===== src/rtl/muldiv_iter_if.sv =====
// muldiv_iter_if -- EX-stage request/response bundle for the muldiv_iter unit.
//
// Signals:
//   Md_op    [3:0]    operation code (DIV, DIVU, MFHI, MFLO, MTHI, MTLO, MUL, MULT, MULTU, else NOP)
//   Rs_in    [WIDTH]  operand A / dividend / MTHI-MTLO source
//   Rt_in    [WIDTH]  operand B / divisor
//   Md_kill           flush of the in-flight operation
//   Res_out  [WIDTH]  result for MUL/MFHI/MFLO, 0 otherwise
//   Md_stall          pipeline hold request
// Modports: master (pipeline side), slave (muldiv_iter side).
interface muldiv_iter_if #(
    parameter int WIDTH = 32
);
    logic [3:0]       Md_op;
    logic [WIDTH-1:0] Rs_in;
    logic [WIDTH-1:0] Rt_in;
    logic             Md_kill;
    logic [WIDTH-1:0] Res_out;
    logic             Md_stall;

    modport master (
        output Md_op, Rs_in, Rt_in, Md_kill,
        input  Res_out, Md_stall
    );

    modport slave (
        input  Md_op, Rs_in, Rt_in, Md_kill,
        output Res_out, Md_stall
    );
endinterface


===== src/rtl/muldiv_iter.sv =====
// muldiv_iter -- iterative multiply/divide unit with architectural HI/LO.
//
// Multiplies complete after MUL_CYCLES stall cycles. Divides use a radix-2
// restoring divider (one quotient bit per cycle, WIDTH+1 stall cycles).
// MFHI/MFLO/MTHI/MTLO complete without stalling.
//
// Ports:
//   Clk    system clock, rising edge
//   Rst_n  asynchronous active-low reset
//   bus    muldiv_iter_if.slave (Md_op, Rs_in, Rt_in, Md_kill -> Res_out, Md_stall)
//
// Optional build macro: MULDIV_EARLY_DIV_EN -- skips the dividend's leading
// zeros so a divide takes WIDTH-k+1 stall cycles (minimum 1). Results are
// identical to the default build.
module muldiv_iter #(
    parameter int WIDTH      = 32,
    parameter int MUL_CYCLES = 4,
    parameter int CNT_W      = 6
) (
    input  logic         Clk,
    input  logic         Rst_n,
    muldiv_iter_if.slave bus
);
    localparam logic [3:0] OP_DIV   = 4'b0001;
    localparam logic [3:0] OP_DIVU  = 4'b0010;
    localparam logic [3:0] OP_MFHI  = 4'b0011;
    localparam logic [3:0] OP_MFLO  = 4'b0100;
    localparam logic [3:0] OP_MTHI  = 4'b0101;
    localparam logic [3:0] OP_MTLO  = 4'b0110;
    localparam logic [3:0] OP_MUL   = 4'b0111;
    localparam logic [3:0] OP_MULT  = 4'b1000;
    localparam logic [3:0] OP_MULTU = 4'b1001;

    typedef enum logic [1:0] {IDLE, MUL_BUSY, DIV_BUSY, DONE} state_t;

    state_t           state_q, state_d;
    logic [CNT_W-1:0] cnt_q, cnt_d;
    logic [WIDTH-1:0] hi_q, hi_d, lo_q, lo_d;
    logic [WIDTH-1:0] mres_q, mres_d;
    logic [WIDTH-1:0] opa_q, opa_d;   // multiplicand, or dividend/quotient shift register
    logic [WIDTH-1:0] opb_q, opb_d;   // multiplier magnitude, or divisor magnitude
    logic [WIDTH-1:0] rem_q, rem_d;   // partial remainder, always < divisor
    logic [3:0]       op_q, op_d;
    logic             neg_q, neg_d;   // sign of product / quotient
    logic             rneg_q, rneg_d; // sign of remainder (follows dividend)
    logic             div0_q, div0_d;

    logic             stall_c;
    logic [WIDTH-1:0] res_c;

    function automatic logic [WIDTH-1:0] neg_if(input logic n, input logic [WIDTH-1:0] v);
        return n ? -v : v;
    endfunction

    // Operand conditioning: signed ops work on magnitudes, sign restored at write.
    logic             signed_op, a_neg, b_neg;
    logic [WIDTH-1:0] a_abs, b_abs;

    assign signed_op = (bus.Md_op == OP_DIV) || (bus.Md_op == OP_MUL) || (bus.Md_op == OP_MULT);
    assign a_neg     = signed_op & bus.Rs_in[WIDTH-1];
    assign b_neg     = signed_op & bus.Rt_in[WIDTH-1];
    assign a_abs     = neg_if(a_neg, bus.Rs_in);
    assign b_abs     = neg_if(b_neg, bus.Rt_in);

    // One restoring step. rem_sh < 2*divisor, so bit WIDTH of diff is a valid sign.
    logic [WIDTH:0]   rem_sh, diff;
    logic [WIDTH-1:0] rem_nx, quo_nx;
    logic             step_ok;

    assign rem_sh  = {rem_q, opa_q[WIDTH-1]};
    assign diff    = rem_sh - {1'b0, opb_q};
    assign step_ok = ~diff[WIDTH];
    assign rem_nx  = step_ok ? diff[WIDTH-1:0] : rem_sh[WIDTH-1:0];
    assign quo_nx  = {opa_q[WIDTH-2:0], step_ok};

    logic [2*WIDTH-1:0] prod, prod_s;
    assign prod   = {{WIDTH{1'b0}}, opa_q} * {{WIDTH{1'b0}}, opb_q};
    assign prod_s = neg_q ? -prod : prod;

`ifdef MULDIV_EARLY_DIV_EN
    function automatic int lzc(input logic [WIDTH-1:0] v);
        int n;
        n = WIDTH;
        for (int i = 0; i < WIDTH; i++) begin
            if (v[i]) n = WIDTH - 1 - i;
        end
        return n;
    endfunction

    int lead_z;
    assign lead_z = lzc(a_abs);
`endif

    always_comb begin
        state_d = state_q;
        cnt_d   = cnt_q;
        hi_d    = hi_q;
        lo_d    = lo_q;
        mres_d  = mres_q;
        opa_d   = opa_q;
        opb_d   = opb_q;
        rem_d   = rem_q;
        op_d    = op_q;
        neg_d   = neg_q;
        rneg_d  = rneg_q;
        div0_d  = div0_q;
        stall_c = 1'b0;
        res_c   = '0;

        case (state_q)
            IDLE: begin
                case (bus.Md_op)
                    OP_MFHI: res_c = hi_q;
                    OP_MFLO: res_c = lo_q;
                    OP_MTHI: if (!bus.Md_kill) hi_d = bus.Rs_in;
                    OP_MTLO: if (!bus.Md_kill) lo_d = bus.Rs_in;
                    OP_MUL, OP_MULT, OP_MULTU: begin
                        if (!bus.Md_kill) begin
                            stall_c = 1'b1;
                            state_d = MUL_BUSY;
                            cnt_d   = CNT_W'(MUL_CYCLES - 1);
                            opa_d   = a_abs;
                            opb_d   = b_abs;
                            neg_d   = a_neg ^ b_neg;
                            op_d    = bus.Md_op;
                        end
                    end
                    OP_DIV, OP_DIVU: begin
                        if (!bus.Md_kill) begin
                            stall_c = 1'b1;
                            opb_d   = b_abs;
                            neg_d   = a_neg ^ b_neg;
                            rneg_d  = a_neg;
                            div0_d  = (bus.Rt_in == '0);
                            rem_d   = '0;
                            op_d    = bus.Md_op;
`ifdef MULDIV_EARLY_DIV_EN
                            if (lead_z == WIDTH) begin
                                // Zero dividend: quotient and remainder are known now.
                                state_d = DONE;
                                lo_d    = (bus.Rt_in == '0) ? '1 : '0;
                                hi_d    = '0;
                            end else begin
                                state_d = DIV_BUSY;
                                opa_d   = a_abs << lead_z;
                                cnt_d   = CNT_W'(WIDTH - lead_z);
                            end
`else
                            state_d = DIV_BUSY;
                            opa_d   = a_abs;
                            cnt_d   = CNT_W'(WIDTH);
`endif
                        end
                    end
                    default: ;
                endcase
            end

            MUL_BUSY: begin
                if (bus.Md_kill) begin
                    state_d = IDLE;
                end else begin
                    stall_c = 1'b1;
                    cnt_d   = (cnt_q == '0) ? cnt_q : cnt_q - CNT_W'(1);
                    if (cnt_q <= CNT_W'(1)) begin
                        state_d = DONE;
                        if (op_q == OP_MUL) mres_d = prod_s[WIDTH-1:0];
                        else                {hi_d, lo_d} = prod_s;
                    end
                end
            end

            DIV_BUSY: begin
                if (bus.Md_kill) begin
                    state_d = IDLE;
                end else begin
                    stall_c = 1'b1;
                    cnt_d   = (cnt_q == '0) ? cnt_q : cnt_q - CNT_W'(1);
                    rem_d   = rem_nx;
                    opa_d   = quo_nx;
                    if (cnt_q <= CNT_W'(1)) begin
                        state_d = DONE;
                        // With a zero divisor every step succeeds and the remainder
                        // ends as |dividend|, so HI still comes out as Rs_in.
                        lo_d    = div0_q ? '1 : neg_if(neg_q, quo_nx);
                        hi_d    = neg_if(rneg_q, rem_nx);
                    end
                end
            end

            DONE: begin
                state_d = IDLE;
                if (op_q == OP_MUL) res_c = mres_q;
            end

            default: state_d = IDLE;
        endcase
    end

    always_ff @(posedge Clk or negedge Rst_n) begin
        if (!Rst_n) begin
            state_q <= IDLE;
            cnt_q   <= '0;
            hi_q    <= '0;
            lo_q    <= '0;
            mres_q  <= '0;
            opa_q   <= '0;
            opb_q   <= '0;
            rem_q   <= '0;
            op_q    <= '0;
            neg_q   <= 1'b0;
            rneg_q  <= 1'b0;
            div0_q  <= 1'b0;
        end else begin
            state_q <= state_d;
            cnt_q   <= cnt_d;
            hi_q    <= hi_d;
            lo_q    <= lo_d;
            mres_q  <= mres_d;
            opa_q   <= opa_d;
            opb_q   <= opb_d;
            rem_q   <= rem_d;
            op_q    <= op_d;
            neg_q   <= neg_d;
            rneg_q  <= rneg_d;
            div0_q  <= div0_d;
        end
    end

    // Outputs are forced quiet while reset is asserted, regardless of Md_op.
    assign bus.Md_stall = stall_c & Rst_n;
    assign bus.Res_out  = Rst_n ? res_c : '0;

endmodule


===== src/flat_wrapper.sv =====
// flat-port wrapper written by rule: the top's interface ports become plain ports
module muldiv_iter_flat 
#(
    parameter int WIDTH      = 32,
    parameter int MUL_CYCLES = 4,
    parameter int CNT_W      = 6
)
  (Clk, Rst_n, bus_Md_op, bus_Rs_in, bus_Rt_in, bus_Md_kill, bus_Res_out, bus_Md_stall);
  muldiv_iter_if #(.WIDTH(WIDTH)) bus_i ();
  input  logic Clk;
  input  logic Rst_n;
  input wire logic [$bits(bus_i.Md_op)-1:0] bus_Md_op;
  input wire logic [$bits(bus_i.Rs_in)-1:0] bus_Rs_in;
  input wire logic [$bits(bus_i.Rt_in)-1:0] bus_Rt_in;
  input wire logic [$bits(bus_i.Md_kill)-1:0] bus_Md_kill;
  output wire logic [$bits(bus_i.Res_out)-1:0] bus_Res_out;
  output wire logic [$bits(bus_i.Md_stall)-1:0] bus_Md_stall;
  assign bus_i.Md_op = bus_Md_op;
  assign bus_i.Rs_in = bus_Rs_in;
  assign bus_i.Rt_in = bus_Rt_in;
  assign bus_i.Md_kill = bus_Md_kill;
  assign bus_Res_out = bus_i.Res_out;
  assign bus_Md_stall = bus_i.Md_stall;
  muldiv_iter #(.WIDTH(WIDTH), .MUL_CYCLES(MUL_CYCLES), .CNT_W(CNT_W)) u_core (.Clk(Clk), .Rst_n(Rst_n), .bus(bus_i));
endmodule

===== config.mk =====
export PLATFORM = sky130hd
export DESIGN_NAME = muldiv_iter_flat
export DESIGN_NICKNAME = d
export VERILOG_FILES = /design/src/rtl/muldiv_iter_if.sv /design/src/rtl/muldiv_iter.sv /design/src/flat_wrapper.sv
export SDC_FILE = /design/constraint.sdc
export NUM_CORES = 2
export LEC_CHECK = 0
export ABC_CLOCK_PERIOD_IN_PS = 18700
export CAP_MARGIN = 30
export CORE_AREA = 2 2 291 293
export CTS_CLUSTER_SIZE = 14
export DETAILED_ROUTE_END_ITERATION = 8
export DIE_AREA = 0 0 293 295
export PLACE_DENSITY = 0.83
export SYNTH_ARGS = -nofsm -noshare
export SYNTH_HDL_FRONTEND = slang
export SYNTH_SLANG_ARGS = --single-unit
export TNS_END_PERCENT = 20

===== constraint.sdc =====
create_clock -name Clk -period 18.7 [get_ports Clk]
set_input_delay 5.61 -clock Clk [delete_from_list [all_inputs] [get_ports Clk]]
set_output_delay 5.61 -clock Clk [all_outputs]
set_load 0.01 [all_outputs]

# Word-level counts from Yosys, hierarchy flattened
# Cells that the tools add are included.
[word_totals]
register_bits = 207
in_bits = 71
output_inout_bits = 33
[op_classes]
multipliers = 1
bitwise_logic = 6
n_reduce_logical = 21
n_addsub = 7
muxes = 49
magnitude_cmp = 1
eq_ne = 29
[op_table]
columns = ["operator", "n"]
rows = [
  ["two-way mux 32 bit", 27],
  ["case mux 32 bit (2 select lines)", 4],
  ["case mux 32 bit (3 select lines)", 2],
  ["negation 32 bit", 4],
  ["multiplier 32 x 32 -> 64 bit", 1],
  ["two-way mux 64 bit", 1],
  ["negation 64 bit", 1],
  ["subtractor 33 x 32 -> 33 bit", 1],
  ["logical NOT 32 bit", 1],
  ["two-way mux 6 bit", 4],
  ["case mux 6 bit (2 select lines)", 2],
  ["== test 4 x 3 -> 1 bit (second input constant)", 5],
  ["inequality test 2 bit (second input constant)", 10],
  ["AND reduction 4 bit", 4],
  ["AND reduction 8 bit", 2],
  ["inequality test 3 bit (second input constant)", 3],
  ["== test 4 x 2 -> 1 bit (second input constant)", 2],
  ["== test 4 bit (second input constant)", 2],
  ["two-way mux 2 bit", 4],
  ["less-or-equal comparator 6 x 1 -> 1 bit (second input constant)", 1],
  ["logical NOT 6 bit", 1],
  ["case mux 2 bit (3 select lines)", 1],
  ["AND reduction 3 bit", 2],
  ["AND reduction 6 bit", 1],
  ["other kinds (19)", 28],
]

# Longest topological paths before layout
[depth]
depth_word = 8
mapped_depth = 33
depth_no_buf = 29

# Worst setup path after synthesis
# OpenSTA, ideal clock, no wires.
[synth_timing]
path_type = "input-to-output"
from = "in bus_Md_op[0]"
to = "out bus_Md_stall"
setup_slack_ns = 5.784
t_arrival_ns = 7.306
required_ns = 13.090
cell_stages = 10
cell_sequence = "clkbuf_1 > xor2_1 > nor2_1 > nand2_1 > o31ai_1 > nor2b_1 > nand2_1 > clkbuf_1 > buf_1 > a21oi_1"
[synth_between]
elab_chain_cells = 5
[synth_rtl]
columns = ["item", "line", "source"]
rows = [
  ["from (decl)", "flat_wrapper.sv:12", "input wire logic [$bits(bus_i.Md_op)-1:0] bus_Md_op;"],
  ["== test 4 bit (tied with other cells)", "muldiv_iter.sv:112", "case (bus.Md_op)"],
  ["OR reduction 5 bit (no source line) (*)", "--", ""],
  ["two-way mux 1 bit (*)", "--", ""],
  ["case mux 1 bit (2 select lines) (*)", "muldiv_iter.sv:110", "case (state_q)"],
  ["bitwise AND 1 bit (*)", "muldiv_iter.sv:231", "assign bus.Md_stall = stall_c & Rst_n;"],
  ["to (decl)", "flat_wrapper.sv:17", "output wire logic [$bits(bus_i.Md_stall)-1:0] bus_Md_stall;"],
]
# Mark *: on every way between the ends. The rest lies on a longest branch, timed or not.

# Worst setup path in the final report
[layout_timing]
from = "in bus_Md_op[3]"
to = "out bus_Res_out[10]"
[layout_between]
elab_chain_cells = 4
[layout_rtl]
columns = ["item", "line", "source"]
rows = [
  ["== test 4 x 3 -> 1 bit / == test 4 x 2 -> 1 bit (equally long branches)", "muldiv_iter.sv:112", ""],
  ["case mux 32 bit (2 select lines) (*)", "muldiv_iter.sv:112", ""],
  ["case mux 32 bit (2 select lines) (*)", "muldiv_iter.sv:110", ""],
  ["two-way mux 32 bit (*)", "muldiv_iter.sv:232", "assign bus.Res_out = Rst_n ? res_c : '0;"],
  ["to (decl)", "flat_wrapper.sv:16", "output wire logic [$bits(bus_i.Res_out)-1:0] bus_Res_out;"],
]
# Marks and branches as above.

==> out/metrics.yaml <==
logic_synthesis:
  synthMuxAreaShare: 0.0126
  synth_top_family_by_area: "adder cells"
  synth-simple-area-share: 0.192
  ys_warn_count: 0
  synth_fp_nets: 7209
  synthArstFlopShare: 1.00
  ys.flop_type: "dfrtp_1"
  synth_area_mm2: 0.0504
  yosysSeqAreaShare: 0.103
  synth_xor_area_frac: 0.0455
  synth.avg_cell_area_um2: 8.50
  syn_inst: 5933
  synth_seq_cells: 207
  synthAdderAreaFrac: 0.433
  synth_cell_type_count: 99
  synth-edff-count: 0
  synth_compound_area_frac: 0.118
place:
  placed_cells: 6821
  port_buffers: 103
  dpl_cell_area_mm2: 0.0522
  hpwl_um: 125000
  gp_congestion: 1.03
timing:
  rsz0062_at_grt: "false"
  fin_crit_sh: 0.724
  tightest_slew_ns: 1.25
  setup_tns_ns: 0
  layout_min_cycle_time_ns: 13.53
  clock.fmax_mhz: 73.9
  hold_viol_final: 0
  slew_violations: 0
  finalSetupViolations: 0
  fin_worst_skew_ns: 0.0381
  relSlewSlack: 0.164
die:
  dieArea_mm2: 0.0864
  die_w_um: 293
  rows: 106
  initial_utilization: 0.606
  die_height_um: 295
  io_pins: 104
  core_area_mm2: 0.0832
setup_path:
  crit_path_end_kind: "primary output"
  crit_fanout: 32
  worstPathArrival_ns: 7.92
  critPathKind: "primary input to primary output"
  setup.worst_path.start_class: "primary input"
  cp.required_ns: 13.09
grt:
  grt-ovfl-total: 0
  grt_max_degree: 100
  grt_usage: 0.372
  grt_pass1_wl_um: 249000
  grt_pass1_vias: 44400
  antenna_found_initial: 7
min_path:
  holdCritPathClass: "register to register"
cts:
  cts_hold_buf: 0
  cts_tree: "built"
  cts.sinks: 207
  h-tree-depth: 1
  cts_buffer_depth: 3
  root_buffer: "clkbuf_16"
  post_cts_buffers: 0
  clock_latency_ns: 0.58
  cts_inserted_buffers: 24
  cts_resized: 0
  clk_pin_slew_ns: 0.06
routing:
  drtIter0Drc: 4650
  viasPerCell: 6.27
  drc: 0
  wl_per_cell_um: 22.9
  wirelength_um: 157000
  antenna_left: 0
  dr.pass1.iters: 7
  dr_total_vias: 43100
finish:
  fin_area_mm2: 0.0531
  fin_util: 0.639
  synthToLayoutAreaGrowth_pct: 5.39
  finalNonFillerCells: 6878
  layout.nets: 7047
  drive_above_1_share: 0.0444
flow_run:
  maxCapViolCount: 0
status:
  status: "completed"
## worst max-delay path, stage by stage
cell	delay, ns
clkdlybuf4s50_1	0.56
nand2b_1	0.27
nor3_2	0.12
buf_4	0.34
a22oi_1	0.15
nor2_1	0.12
a21oi_1	0.06
nor2_1	0.10
clkdlybuf4s50_1	0.58
## cells in the final DEF, fill, tap and decap left out, types with 26 or more instances in the layout
master,synthesis,final
buf_4,0,81
o31ai_1,82,82
nor3_1,44,42
xor2_1,104,104
and2_1,558,558
ha_1,308,305
clkdlybuf4s50_1,0,102
o21ai_0,248,248
nand3_1,37,37
a21o_1,33,31
a21oi_1,254,254
mux2_2,37,37
a211oi_1,31,31
a22oi_1,36,36
nor2_1,326,326
or3_1,26,26
inv_1,911,911
nand4_1,36,36
a221oi_1,37,37
dfrtp_1,207,200
nor4_1,32,32
fa_1,897,897
nand2_1,773,771
xnor2_1,158,158
## cell usage after synthesis (26+ instances only)
| cell type | number | area [um^2] |
|---|---|---|
| mux2_2 | 37 | 417 |
| nand3_1 | 37 | 185 |
| clkbuf_1 | 336 | 1260 |
| a21o_1 | 33 | 248 |
| inv_1 | 911 | 3420 |
| buf_1 | 26 | 97.6 |
| fa_1 | 897 | 18000 |
| xnor2_1 | 158 | 1380 |
| and2_1 | 558 | 3490 |
| a22oi_1 | 36 | 270 |
| ha_1 | 308 | 3850 |
| xor2_1 | 104 | 911 |
| nor4_1 | 32 | 200 |
| dfrtp_1 | 207 | 5180 |
| nor3_1 | 44 | 220 |
| a221oi_1 | 37 | 324 |
| o21ai_0 | 248 | 1240 |
| or3_1 | 26 | 163 |
| nand4_1 | 36 | 225 |
| o31ai_1 | 82 | 616 |
| a21oi_1 | 254 | 1270 |
| a211oi_1 | 31 | 233 |
| nor2_1 | 326 | 1220 |
| nand2_1 | 773 | 2900 |
## cell families after synthesis
family | Yosys count
and+or+nand+nor | 1975
xor gates and xnor gates | 262
muxes | 59
DFF | 207
adders and majority gates | 1205
AOI/OAI and AO/OA | 925
buffers and inverters | 1300
## flip-flops by register name, summed over array words and instances (netlist names)
name,cells
u_core.cnt_q,6
u_core.div0_q,1
u_core.hi_q,32
u_core.lo_q,32
u_core.mres_q,32
u_core.neg_q,1
u_core.op_q,4
u_core.opa_q,32
u_core.opb_q,32
u_core.rem_q,32
u_core.rneg_q,1
u_core.state_q,2
## final cells by class
class	count	area [um^2]
clock buffer	30	684
fill	6825	30000
inverter	916	3440
antenna	9	22.5
timing repair buffer	196	1880
tap	1080	1350
multi-input combinational	4426	40400
clock inverter	14	191
sequential	207	5190
## metal layers
metal / track usage / part of all wire / routed length (um)
met2: 0.590 / 0.46 / 72400
met5: 0 / 0.00017 / 27
met3: 0.0719 / 0.11 / 16900
met4: 0.163 / 0.052 / 8120
met1: 0.502 / 0.38 / 60000
## stage by stage
stage	hold slack, ns	setup slack, ns
after floorplan	0.449	5.78
after global placement	0.461	5.25
after detailed placement	0.472	5.20
after CTS	0.486	5.21
after global routing	0.501	4.97
final	0.481	5.17
## path summary, 6_finish.rpt
kind                             startpoint               end  slack (ns)  depth (start not counted)
max                            bus_Md_op[3]   bus_Res_out[10]        5.17                          9
min                        u_core.opb_q[25]  u_core.opb_q[25]        0.48                          2
max reg2reg                 u_core.opb_q[2]   u_core.hi_q[16]        7.98                         27
min reg2reg                u_core.opb_q[25]  u_core.opb_q[25]        0.48                          2
max in group asynchronous             Rst_n  u_core.mres_q[0]       12.33                          2
min in group asynchronous             Rst_n   u_core.cnt_q[2]        5.01                          1
Power is not shown: default switching activity piles up to over one toggle a cycle in this logic, so the estimate is an artifact.
